[src/rtl/xbar_bank_pop_ctrl_pkg.sv]
// Shared types and sizing for the xbar bank read-side pop controller.
package xbar_bank_pop_ctrl_pkg;

    localparam int XBAR_NUM_CH = 3;
    localparam int XBAR_PTR_W  = 3;
    localparam int XBAR_DATA_W = 64;
    localparam int XBAR_CH_W   = $clog2(XBAR_NUM_CH);

    typedef enum logic [1:0] {
        POP_IDLE,
        POP_REQ,
        POP_DONE
    } xbar_pop_st_e;

    typedef struct packed {
        logic [XBAR_DATA_W-1:0] data;
        logic [XBAR_CH_W-1:0]   ch;
        logic [XBAR_PTR_W-1:0]  ptr;
    } xbar_bank_req_t;

endpackage

[src/rtl/xbar_rr_arb.sv]
// Round-robin arbiter with one-hot grant; priority rotates to the channel after
// the winner whenever adv is asserted.
module xbar_rr_arb #(
    parameter int NUM_CH = 3
) (
    input  logic              clk,
    input  logic              rst,
    input  logic [NUM_CH-1:0] req,
    input  logic              adv,
    output logic [NUM_CH-1:0] grant
);

    localparam int IDX_W = (NUM_CH > 1) ? $clog2(NUM_CH) : 1;

    logic [IDX_W-1:0] rr_ptr;
    logic [IDX_W-1:0] win_idx;
    logic [IDX_W:0]   idx;
    logic             found;

    always_comb begin
        grant   = '0;
        win_idx = '0;
        found   = 1'b0;
        idx     = '0;
        for (int i = 0; i < NUM_CH; i++) begin
            idx = {1'b0, rr_ptr} + (IDX_W+1)'(i);
            if (idx >= (IDX_W+1)'(NUM_CH)) begin
                idx = idx - (IDX_W+1)'(NUM_CH);
            end
            if (!found && req[idx[IDX_W-1:0]]) begin
                grant[idx[IDX_W-1:0]] = 1'b1;
                win_idx               = idx[IDX_W-1:0];
                found                 = 1'b1;
            end
        end
    end

    always_ff @(posedge clk) begin
        if (rst) begin
            rr_ptr <= '0;
        end else if (adv && found) begin
            rr_ptr <= (win_idx == IDX_W'(NUM_CH-1)) ? '0 : win_idx + 1'b1;
        end
    end

endmodule

[src/rtl/xbar_bank_pop_ctrl.sv]
// Per-bank pop controller: issues each channel's head-entry part to the bank and
// flags consumption. Optional perf counters under XBAR_BANK_POP_PERF_EN.
module xbar_bank_pop_ctrl
    import xbar_bank_pop_ctrl_pkg::*;
#(
    parameter int NUM_CH = XBAR_NUM_CH,
    parameter int PTR_W  = XBAR_PTR_W,
    parameter int DATA_W = XBAR_DATA_W
) (
    input  logic                           clk,
    input  logic                           rst,
    input  logic [NUM_CH-1:0][PTR_W-1:0]   ch_w_ptr,
    input  logic [NUM_CH-1:0][PTR_W-1:0]   ch_r_ptr,
    input  logic [NUM_CH-1:0]              ch_head_hit,
    input  logic [NUM_CH-1:0][DATA_W-1:0]  ch_head_data,
    output logic [NUM_CH-1:0]              ch_last_entry_already_pop,
    output logic                           bank_req_valid,
    input  logic                           bank_req_ready,
    output logic [DATA_W-1:0]              bank_req_data,
    output logic [$clog2(NUM_CH)-1:0]      bank_req_ch,
    output logic [PTR_W-1:0]               bank_req_ptr
`ifdef XBAR_BANK_POP_PERF_EN
    ,
    output logic [15:0]                    stall_cnt,
    output logic [NUM_CH-1:0][15:0]        wait_cnt
`endif
);

    localparam int CH_W = $clog2(NUM_CH);

    xbar_pop_st_e     st     [NUM_CH];
    xbar_pop_st_e     st_nxt [NUM_CH];
    logic [PTR_W-1:0] done_ptr [NUM_CH];

    logic [NUM_CH-1:0] pending;
    logic [NUM_CH-1:0] loaded;
    logic [NUM_CH-1:0] hs_ch;
    logic [NUM_CH-1:0] req;
    logic [NUM_CH-1:0] grant;
    logic [CH_W-1:0]   win;
    logic              handshake;
    logic              load;

    xbar_bank_req_t out_p1;
    logic           vld_p1;

    function automatic logic [15:0] sat_inc(input logic [15:0] v);
        return (v == 16'hFFFF) ? v : v + 16'd1;
    endfunction

    assign handshake = vld_p1 && bank_req_ready;
    // A new winner may load whenever the output slot is empty or draining this cycle.
    assign load      = (|req) && (!vld_p1 || bank_req_ready);

    always_comb begin
        for (int c = 0; c < NUM_CH; c++) begin
            pending[c] = (ch_w_ptr[c] != ch_r_ptr[c]);
            loaded[c]  = vld_p1 && (out_p1.ch == XBAR_CH_W'(c));
            hs_ch[c]   = handshake && loaded[c];
            req[c]     = ((st[c] == POP_REQ) && !loaded[c]) ||
                         ((st[c] == POP_IDLE) && pending[c] && ch_head_hit[c]);
            st_nxt[c]  = st[c];
            case (st[c])
                POP_IDLE: if (pending[c] && ch_head_hit[c]) st_nxt[c] = POP_REQ;
                POP_REQ:  if (hs_ch[c]) st_nxt[c] = POP_DONE;
                POP_DONE: if (ch_r_ptr[c] != done_ptr[c]) st_nxt[c] = POP_IDLE;
                default:  st_nxt[c] = POP_IDLE;
            endcase
            // The ptr match drops the flag in the same cycle r_ptr moves on.
            ch_last_entry_already_pop[c] =
                ((st[c] == POP_DONE) && (ch_r_ptr[c] == done_ptr[c])) ||
                ((st[c] == POP_IDLE) && pending[c] && !ch_head_hit[c]);
        end
    end

    always_comb begin
        win = '0;
        for (int c = 0; c < NUM_CH; c++) begin
            if (grant[c]) win = CH_W'(c);
        end
    end

    xbar_rr_arb #(
        .NUM_CH (NUM_CH)
    ) u_arb (
        .clk   (clk),
        .rst   (rst),
        .req   (req),
        .adv   (load),
        .grant (grant)
    );

    always_ff @(posedge clk) begin
        if (rst) begin
            for (int c = 0; c < NUM_CH; c++) st[c] <= POP_IDLE;
        end else begin
            for (int c = 0; c < NUM_CH; c++) st[c] <= st_nxt[c];
        end
    end

    always_ff @(posedge clk) begin
        for (int c = 0; c < NUM_CH; c++) begin
            if (hs_ch[c]) done_ptr[c] <= ch_r_ptr[c];
        end
    end

    // Stage p1: output request register
    always_ff @(posedge clk) begin
        if (rst) begin
            vld_p1 <= 1'b0;
            out_p1 <= '0;
        end else if (load) begin
            vld_p1      <= 1'b1;
            out_p1.data <= XBAR_DATA_W'(ch_head_data[win]);
            out_p1.ch   <= XBAR_CH_W'(win);
            out_p1.ptr  <= XBAR_PTR_W'(ch_r_ptr[win]);
        end else if (bank_req_ready) begin
            vld_p1 <= 1'b0;
        end
    end

    assign bank_req_valid = vld_p1;
    assign bank_req_data  = DATA_W'(out_p1.data);
    assign bank_req_ch    = CH_W'(out_p1.ch);
    assign bank_req_ptr   = PTR_W'(out_p1.ptr);

`ifdef XBAR_BANK_POP_PERF_EN
    always_ff @(posedge clk) begin
        if (rst) begin
            stall_cnt <= '0;
            wait_cnt  <= '0;
        end else begin
            if (vld_p1 && !bank_req_ready) stall_cnt <= sat_inc(stall_cnt);
            for (int c = 0; c < NUM_CH; c++) begin
                if ((st[c] == POP_REQ) && !loaded[c]) wait_cnt[c] <= sat_inc(wait_cnt[c]);
            end
        end
    end
`endif

endmodule

[config.mk]
export PLATFORM = sky130hd
export DESIGN_NAME = xbar_bank_pop_ctrl
export DESIGN_NICKNAME = d
export VERILOG_FILES = /design/src/rtl/xbar_bank_pop_ctrl_pkg.sv /design/src/rtl/xbar_rr_arb.sv /design/src/rtl/xbar_bank_pop_ctrl.sv
export SDC_FILE = /design/constraint.sdc
export NUM_CORES = 1
export LEC_CHECK = 0
export ABC_CLOCK_PERIOD_IN_PS = 3350
export CAP_MARGIN = 20
export CORE_MARGIN = 2
export CORE_UTILIZATION = 38
export DETAILED_ROUTE_END_ITERATION = 10
export PLACE_DENSITY = 0.81
export SLEW_MARGIN = 20
export SYNTH_ARGS = -nofsm -noshare
export SYNTH_HDL_FRONTEND = slang
export SYNTH_SLANG_ARGS = --single-unit
export TNS_END_PERCENT = 5
[constraint.sdc]
create_clock -name clk -period 3.35 [get_ports clk]
set_input_delay 0.335 -clock clk [delete_from_list [all_inputs] [get_ports clk]]
set_output_delay 0.335 -clock clk [all_outputs]
set_load 0.01 [all_outputs]
==> impl_metrics.yaml <==
clock_network:
  htreeDepth: 3
  post_cts_resized: 0
  clkSlewWorstSetupHoldPaths_ns: 0.06
  tritoncts: "done"
  clk_path_buf_depth: 2
  insertion_delay_ns: 0.34
  clock-sinks: 87
  cts-root-buf: "clkbuf_16"
  post_cts_buffers: 0
  numCtsBuffers: 9
  postCtsHoldBufs: 0
finish:
  area_growth_pct: 72.09
  final_common_cell: "clkdlybuf4s50_1"
  antenna_cells: 0
  mostFrequentLayoutCells: "288 x clkdlybuf4s50_1, 78 x dfxtp_1, 74 x nand2_1, 72 x inv_1, 68 x mux2i_1"
  fin_cells: 988
  design_area_sq_um: 8315
  drive_gt1_share_pct: 7.108
  fin_nets: 1031
power:
  p_int_w: 0.003759
  clockPowerShare_pct: 18.2
  power_leakage_nw: 3.541
  p_sw_w: 0.002061
  p_seq_share_pct: 28.8
  comb_power_share_pct: 53.0
  powerDensity_nw_per_um2: 699.8
  swShare_pct: 35.41
  peakVddDrop_mv: 0.4425
  power.total_w: 0.005819
synth:
  synthFlopType: "dfxtp_1"
  synth_edf_count: 9
  synth-seq-cells: 87
  synth_compound_area_share_pct: 20.59
  yosysTopAreaCell: "dfxtp_1"
  synth_xor_area_share_pct: 3.263
  synth.area.top_cells: "dfxtp_1 32%, mux2i_1 14%, o221ai_1 9.2%"
  syn-num-nets: 744
  synth-seq-area-share_pct: 37.91
  synth.distinct_cells: 58
  synthArstFlopShare_pct: 0
  netlist.area_leader.share_pct: 32.31
  synth_top_family_by_area: "compound AO/OA/AOI/OAI gates"
  yosys_warnings: 0
  yosys.area_share.simple_pct: 13.00
  syn_area_per_cell_sq_um: 9.222
  muxShareOfSynthArea_pct: 14.09
  syn_inst: 524
  synth_area_sq_um: 4832
  synthAdderAreaFrac_pct: 1.450
grt:
  antenna_found_initial: 0
  grt_max_degree: 45
  track_usage_pct: 23.21
  grt_overflow: 0
  grt_pass1_wl_mm: 24.71
  grt_pass1_vias: 4972
setup_path:
  cp-start-kind: "primary input"
  critPathKind: "in2reg"
  reg2reg_from: "u_arb.rr_ptr[0]"
  startpoint: "ch_r_ptr[3]"
  reg2reg_slack_ns: 0.50
  worstPathMaxFanout: 44
  cp-end-kind: "register"
  r2r_cells: 10
  crit_required_ns: 3.54
  crit_arrival_ns: 3.23
flow_run:
  maxCapViolCount: 0
sta:
  finalHoldViolations: 0
  tightest_slew_ns: 0.6426
  finalCriticalPeriod_ns: 3.040
  fmax_ghz: 0.3289
  finalSetupViolCount: 0
  relSlewSlack_pct: 57.07
  fin_skew_ns: 0.008572
  final.setup.worst_slack_ns: 0.3099
  grt_setup_unrepaired: "no"
  drv_slew: 0
  setup_tns_ns: 0
  fin_crit_sh_pct: 90.75
routing:
  wirelength_mm: 17.09
  ant_nets: 0
  wire_per_inst_um: 17.30
  vias: 5108
  firstDrtPassIters: 6
  post-route-drc-count: 0
  via_per_inst: 5.170
  drtIter0Drc: 294
floorplan:
  rows: 41
  dieArea_sq_um: 13630
  die_y_um: 116.8
  core-area_sq_um: 12520
  io_pins: 289
  die_w_um: 116.8
  start_util_pct: 38.60
worst_hold_path:
  min_path_type: "reg2reg"
  hold_start: "bank_req_data[61]"
  hold_depth: 2
place:
  pre_cts_slack_ns: 0.01041
  place.gp.congestion: 0.9125
  port-buffer-count: 288
  dp_hpwl_mm: 13.21
  dp_cells: 972
  dpl_cell_area_sq_um: 8010
status:
  outcome: "finished clean"
## routing by layer
metal  global-route usage (%)  vias up  wire [um]
met5                        0        -          0
met4                    10.67        0        576
met3                    5.656       41       1461
met2                    40.15      249       8436
met1                    27.08     2352       6620
li1                         -     2466          -
## power by group through the flow
stage          sequential (W)  clock, W  combinational (W)
5_1_grt               0.00171   0.00110            0.00329
6_report              0.00168   0.00106            0.00309
2_1_floorplan         0.00182         0            0.00151
3_5_place_dp          0.00169         0            0.00309
4_1_cts               0.00167   0.00107            0.00309
3_3_place_gp          0.00166         0            0.00299
## per-stage QoR
step | hold slack (ns) | util (%)
final | 0.4640 | 66.43
after detailed placement | 0.4483 | 63.99
after global placement | 0.4434 | 63.99
after CTS | 0.4610 | 66.43
after global routing | 0.4810 | 66.43
after floorplan | 0.4339 | -
## kinds of logic after synthesis
logic type / count (synthesis)
and+or+nand+nor: 130
AOI/OAI and AO/OA: 108
buffers and inverters: 107
DFF: 87
muxes: 68
xor gates and xnor gates: 18
adders and majority gates: 6
## worst paths after layout
| kind | end |
|---|---|
| setup / recovery | bank_req_data[24] |
| hold / removal | bank_req_data[61] |
| setup reg to reg | bank_req_data[24] |
| hold reg to reg | bank_req_data[61] |
## worst max-delay path: stages
cell             delay (ns)
clkdlybuf4s50_1        0.46
xor2_1                 0.17
o31ai_1                0.41
and2_1                 0.31
nor4_1                 0.08
o221a_1                0.26
nor4_4                 0.36
buf_12                 0.35
mux2i_1                0.29
o221ai_1               0.17
## flip-flops by register name, indices dropped and copies added (netlist names)
signal,count
bank_req_data,64
bank_req_ch,2
bank_req_ptr,3
done_ptr,9
bank_req_valid,1
u_arb.rr_ptr,2
st,6
## Yosys cell counts (all sizes together), types with 5 or more instances
cell type	number
a21oi	11
buf	17
clkbuf	17
dfxtp	78
edfxtp	9
inv	73
mux2i	68
nand2	75
nand2b	5
nand3b	7
nor2	11
nor3	8
nor4	5
o21ai	5
o221ai	67
xnor2	7
xor2	11
## layout make-up
type                    count  area [sq um]
fillers                  1019          4202
repair buffers            310          3148
multi-input cells         330          2541
flip-flops and latches     87          1832
inverters                  73         274.0
clock buffers              11         232.7
well taps                 172         215.2
clock inverters             5         72.57
Note: power is estimated with default switching activity, not from simulation.
